`config.mk`:
```
export PLATFORM = sky130hd
export DESIGN_NAME = uart_frame_counter_flat
export DESIGN_NICKNAME = d
export VERILOG_FILES = /design/src/rtl/uart_frame_counter_if.sv /design/src/rtl/uart_frame_counter.sv /design/src/flat_wrapper.sv
export SDC_FILE = /design/constraint.sdc
export NUM_CORES = 1
export LEC_CHECK = 0
export BUFFER_PORTS_ARGS = -buffer_cell sky130_fd_sc_hd__buf_2
export CORE_MARGIN = 4
export CORE_UTILIZATION = 53
export CTS_BUF_LIST = sky130_fd_sc_hd__clkbuf_8
export DETAILED_ROUTE_END_ITERATION = 10
export GPL_TIMING_DRIVEN = 0
export PLACE_DENSITY = 0.87
export SLEW_MARGIN = 20
export SYNTH_ARGS = -nofsm -noshare
export SYNTH_HDL_FRONTEND = slang
export SYNTH_SLANG_ARGS = --single-unit
```
`constraint.sdc`:
```
create_clock -name clk -period 1.81 [get_ports clk]
set_input_delay 0 -clock clk [delete_from_list [all_inputs] [get_ports clk]]
set_output_delay 0 -clock clk [all_outputs]
set_load 0.05 [all_outputs]
```
`src/rtl/uart_frame_counter_if.sv`:
```
// Handshake and status bundle between a UART transmit shifter and its frame counter.
interface uart_frame_counter_if;
  logic       baud_tick;
  logic       shift_en;
  logic [2:0] phase;
  logic [3:0] bit_idx;
  logic [3:0] bit_pos;
  logic       busy;
  logic       done;
  logic       abort;

  modport master (
    output baud_tick, shift_en,
    input  phase, bit_idx, bit_pos, busy, done, abort
  );

  modport slave (
    input  baud_tick, shift_en,
    output phase, bit_idx, bit_pos, busy, done, abort
  );
endinterface

```
`src/rtl/uart_frame_counter.sv`:
```
// Parametrised UART frame sequencer: start, data, optional parity, stop bits, one per baud_tick.
// Parity phase is compiled in when UART_FRAME_PARITY_EN is defined.
module uart_frame_counter #(
  parameter int DATA_BITS = 8,
  parameter int STOP_BITS = 1
) (
  input  logic clk,
  input  logic rst_n,
  uart_frame_counter_if.slave bus
);

  typedef enum logic [2:0] {
    IDLE   = 3'd0,
    START  = 3'd1,
    DATA   = 3'd2,
    PARITY = 3'd3,
    STOP   = 3'd4
  } state_t;

  localparam logic [3:0] LAST_IDX  = 4'(DATA_BITS - 1);
  localparam logic       LAST_STOP = 1'(STOP_BITS - 1);

  state_t     state_reg, state_next;
  logic [3:0] bit_idx_reg, bit_idx_next;
  logic [3:0] bit_pos_reg, bit_pos_next;
  logic       stop_cnt_reg, stop_cnt_next;
  logic       prev_shift_en_reg;
  logic       done_reg, done_next;
  logic       abort_reg, abort_next;

  always_ff @(posedge clk or negedge rst_n) begin
    if (!rst_n) begin
      state_reg         <= IDLE;
      bit_idx_reg       <= 4'd0;
      bit_pos_reg       <= 4'd0;
      stop_cnt_reg      <= 1'b0;
      prev_shift_en_reg <= 1'b0;
      done_reg          <= 1'b0;
      abort_reg         <= 1'b0;
    end else begin
      state_reg         <= state_next;
      bit_idx_reg       <= bit_idx_next;
      bit_pos_reg       <= bit_pos_next;
      stop_cnt_reg      <= stop_cnt_next;
      prev_shift_en_reg <= bus.shift_en;
      done_reg          <= done_next;
      abort_reg         <= abort_next;
    end
  end

  always_comb begin
    state_next    = state_reg;
    bit_idx_next  = bit_idx_reg;
    bit_pos_next  = bit_pos_reg;
    stop_cnt_next = stop_cnt_reg;
    done_next     = 1'b0;
    abort_next    = 1'b0;

    if (state_reg == IDLE) begin
      // A start edge coincident with baud_tick does not consume that tick.
      if (bus.shift_en && !prev_shift_en_reg) begin
        state_next    = START;
        bit_idx_next  = 4'd0;
        bit_pos_next  = 4'd0;
        stop_cnt_next = 1'b0;
      end
    end else if (!bus.shift_en) begin
      // Abort wins over a simultaneous tick.
      state_next    = IDLE;
      bit_idx_next  = 4'd0;
      bit_pos_next  = 4'd0;
      stop_cnt_next = 1'b0;
      abort_next    = 1'b1;
    end else if (bus.baud_tick) begin
      bit_pos_next = bit_pos_reg + 4'd1;
      case (state_reg)
        START: begin
          state_next   = DATA;
          bit_idx_next = 4'd0;
        end
        DATA: begin
          if (bit_idx_reg == LAST_IDX) begin
            bit_idx_next  = 4'd0;
            stop_cnt_next = 1'b0;
`ifdef UART_FRAME_PARITY_EN
            state_next    = PARITY;
`else
            state_next    = STOP;
`endif
          end else begin
            bit_idx_next = bit_idx_reg + 4'd1;
          end
        end
`ifdef UART_FRAME_PARITY_EN
        PARITY: begin
          state_next    = STOP;
          stop_cnt_next = 1'b0;
        end
`endif
        STOP: begin
          if (stop_cnt_reg == LAST_STOP) begin
            state_next    = IDLE;
            bit_pos_next  = 4'd0;
            stop_cnt_next = 1'b0;
            done_next     = 1'b1;
          end else begin
            stop_cnt_next = stop_cnt_reg + 1'b1;
          end
        end
        default: begin
          state_next   = IDLE;
          bit_idx_next = 4'd0;
          bit_pos_next = 4'd0;
        end
      endcase
    end
  end

  assign bus.phase   = state_reg;
  assign bus.bit_idx = bit_idx_reg;
  assign bus.bit_pos = bit_pos_reg;
  assign bus.busy    = (state_reg != IDLE);
  assign bus.done    = done_reg;
  assign bus.abort   = abort_reg;

endmodule

```
`src/flat_wrapper.sv`:
```
// flat-port wrapper written by rule: the top's interface ports become plain ports
module uart_frame_counter_flat 
#(
  parameter int DATA_BITS = 8,
  parameter int STOP_BITS = 1
)
  (clk, rst_n, bus_baud_tick, bus_shift_en, bus_phase, bus_bit_idx, bus_bit_pos, bus_busy, bus_done, bus_abort);
  uart_frame_counter_if bus_i ();
  input  logic clk;
  input  logic rst_n;
  input wire logic [$bits(bus_i.baud_tick)-1:0] bus_baud_tick;
  input wire logic [$bits(bus_i.shift_en)-1:0] bus_shift_en;
  output wire logic [$bits(bus_i.phase)-1:0] bus_phase;
  output wire logic [$bits(bus_i.bit_idx)-1:0] bus_bit_idx;
  output wire logic [$bits(bus_i.bit_pos)-1:0] bus_bit_pos;
  output wire logic [$bits(bus_i.busy)-1:0] bus_busy;
  output wire logic [$bits(bus_i.done)-1:0] bus_done;
  output wire logic [$bits(bus_i.abort)-1:0] bus_abort;
  assign bus_i.baud_tick = bus_baud_tick;
  assign bus_i.shift_en = bus_shift_en;
  assign bus_phase = bus_i.phase;
  assign bus_bit_idx = bus_i.bit_idx;
  assign bus_bit_pos = bus_i.bit_pos;
  assign bus_busy = bus_i.busy;
  assign bus_done = bus_i.done;
  assign bus_abort = bus_i.abort;
  uart_frame_counter #(.DATA_BITS(DATA_BITS), .STOP_BITS(STOP_BITS)) u_core (.clk(clk), .rst_n(rst_n), .bus(bus_i));
endmodule
```
==> results.toml <==
[synth]
syn_nets = 80
syn_inst = 74
ys_types = 28
yosysSeqAreaShare = 0.4722
synthXorXnorAreaFrac = 0.01180
synth_top_family_by_area = "simple AND/OR/NAND/NOR gates"
synth_simple_gate_area_frac = 0.2631
synth_area_sq_um = 742.0
syn_avg_cell_area_sq_um = 10.03
muxShareOfSynthArea = 0.04216
synth_fa_ha_area_frac = 0.03373
yosysWarnings = 0
ys_ff_latch = 14
synth_compound_area_frac = 0.1265

[floorplan]
initial_core_util = 0.5632
num_rows = 13
die_height_um = 45.42
die_x_um = 45.42
io_pins = 18
core-area_sq_um = 1318
dieArea_sq_um = 2063

[finish]
drive_above_1_share = 0.3265
synthToLayoutAreaGrowth_pct = 26.81
final_area_sq_um = 940.9
num_antenna_cells = 0
mostFrequentLayoutCells = "buf_2, dfrtp_1, nand2_1"
finalNonFillerCells = 113
n_fill_cell = 99
nets = 105
final-seq-area_sq_um = 352.8
post-route-util = 0.7142
multiInputGateArea_sq_um = 357.8
final_common_cell = "buf_2"

[grt]
grt_usage = 0.1668
antenna_found_initial = 0
grt_pass1_vias = 605
grt_pass1_wl_um = 2518
overflow = 0
grt_max_degree = 15

[run_status]
status = "finished, final reports clean"

[sta]
setup_slack_ns = 0.09298
whs_ns = 0.03162
worst_pin_slew_ns = 0.3164
hold_violations = 0
slew_headroom = 0.7868
slew_violations = 0
layout_min_cycle_time_ns = 1.717
rsz0062_at_grt = "false"
finClkSkew_ns = 0.0007207
finalSetupTns_ns = 0
period_share = 0.9486
timing.fmax_mhz = 582.4
finalSetupViolCount = 0

[place]
dp_cells = 106
io_buffers = 17
pre_cts_slack_ns = 0.09765
place_congestion = 0.6559
dp_hpwl_um = 1090
dpl-instance-area_sq_um = 858.3

[power]
p_comb_frac = 0.453
p_seq_frac = 0.315
pwr_density_cell_nw_per_um2 = 1391
p_leak_nw = 0.4724
power_switching_mw = 0.5569
p_int_mw = 0.7523
max-vdd-ir-drop_mv = 0.7585
clkPwrFrac = 0.232
power_mw = 1.309
switching_share = 0.4254

[clock_tree]
clockBufferDepth = 2
cts_tree = "yes"
clk_latency_ns = 0.24
cts_num_sinks = 14
clk_pin_slew_worst_paths_ns = 0.06
cts_buffers = 3
htree_levels = 1
clock_tree.root_cell = "clkbuf_8"

[worst_setup_path]
end_kind = "flop"
crit_arrival_ns = 1.90
path_class = "reg -> reg"
worst_ep_required_time_ns = 2.00
cp-start-kind = "flop"
crit_fanout = 8

[routing]
routedWlPerCell_um = 13.08
via_per_inst = 5.531
ant_nets = 0
dr.pass1.iters = 4
routed_wl_um = 1478
drtIter0Drc = 11
dr_total_vias = 625
drc_errors = 0

[min_path]
hold_path.class = "in -> reg"

[run]
drv_cap = 0
[critical path: stages (launching register included)]
cell and delay [ns]:
dfrtp_2 0.40, buf_6 0.14, nor3_4 0.23, inv_4 0.05, mux2i_2 0.16, buf_6 0.15, or4b_1 0.46, nand2_1 0.06
[cells in the mapped netlist, drive strengths merged]
| library cell | number | area [sq um] |
|---|---|---|
| dfrtp | 14 | 350.3 |
| nand2 | 10 | 37.54 |
| o21ai | 8 | 40.03 |
| nand2b | 4 | 25.02 |
| nand3 | 4 | 20.02 |
| nor3 | 4 | 31.28 |
| buf | 3 | 26.27 |
| inv | 3 | 11.26 |
| nor2 | 3 | 11.26 |
| nor2b | 3 | 18.77 |
| a32o | 2 | 20.02 |
| ha | 2 | 25.02 |
| mux2i | 2 | 20.02 |
| or2 | 2 | 12.52 |
| or4b | 2 | 20.02 |
| a21bo | 1 | 10.01 |
| a22o | 1 | 8.760 |
| and4bb | 1 | 12.51 |
| mux2 | 1 | 11.26 |
| nor4 | 1 | 6.260 |
| o21a | 1 | 7.510 |
| o31ai | 1 | 7.510 |
| xnor2 | 1 | 8.760 |
[area by class of cell]
| cell class | instances | area share |
|---|---|---|
| Clock buffer | 4 | 0.05851 |
| Tap cell | 15 | 0.01995 |
| Buffer | 2 | 0.02394 |
| Multi-Input combinational cell | 54 | 0.3803 |
| Inverter | 3 | 0.01463 |
| Sequential cell | 14 | 0.3750 |
| Timing Repair Buffer | 21 | 0.1277 |
[path summary, 6_finish.rpt]
kind	slack, ns	to	startpoint	cells after the start
max	0.09	u_core.bus.phase[2]	u_core.bus.phase[1]	7
min	0.03	u_core.bus.done	bus_baud_tick	3
max reg2reg	0.09	u_core.bus.phase[2]	u_core.bus.phase[1]	7
min reg2reg	0.54	u_core.bus.bit_pos[1]	u_core.bus.bit_pos[1]	2
max in group asynchronous	1.37	u_core.bus.phase[0]	rst_n	2
min in group asynchronous	0.18	u_core.bus.bit_pos[3]	rst_n	2
[power groups by stage]
stage	registers (mW)	logic [mW]	clock network, mW
4_1_cts	0.404	0.587	0.310
3_3_place_gp	0.405	0.566	0
2_1_floorplan	0.571	0.296	0
6_report	0.413	0.593	0.303
5_1_grt	0.424	0.634	0.323
3_5_place_dp	0.409	0.582	0
[cells by family after synthesis]
kind of cell,Yosys count
adders and majority gates,2
and+or+nand+nor,34
DFF,14
xor gates and xnor gates,1
buffers and inverters,6
muxes,3
AOI/OAI and AO/OA,14
[routing by layer]
layer | GRT usage | up-vias | wire [um] | part of all wire
li1 | - | 309 | - | -
met1 | 0.2030 | 298 | 628 | 0.42
met2 | 0.2981 | 16 | 764 | 0.52
met3 | 0.02372 | 2 | 61 | 0.041
met4 | 0.05263 | 0 | 24 | 0.016
met5 | 0 | - | 0 | 0
[repair_timing]
| item | in CTS | in global routing |
|---|---|---|
| setup endpoints to repair | 0 | 1 |
| setup buffers | 0 | 2 |
| hold buffers | 2 | 0 |
| gates resized for setup | 0 | 1 |
| endpoints found under the hold margin | 15 | 0 |
Power figures use the tool's default switching activity.
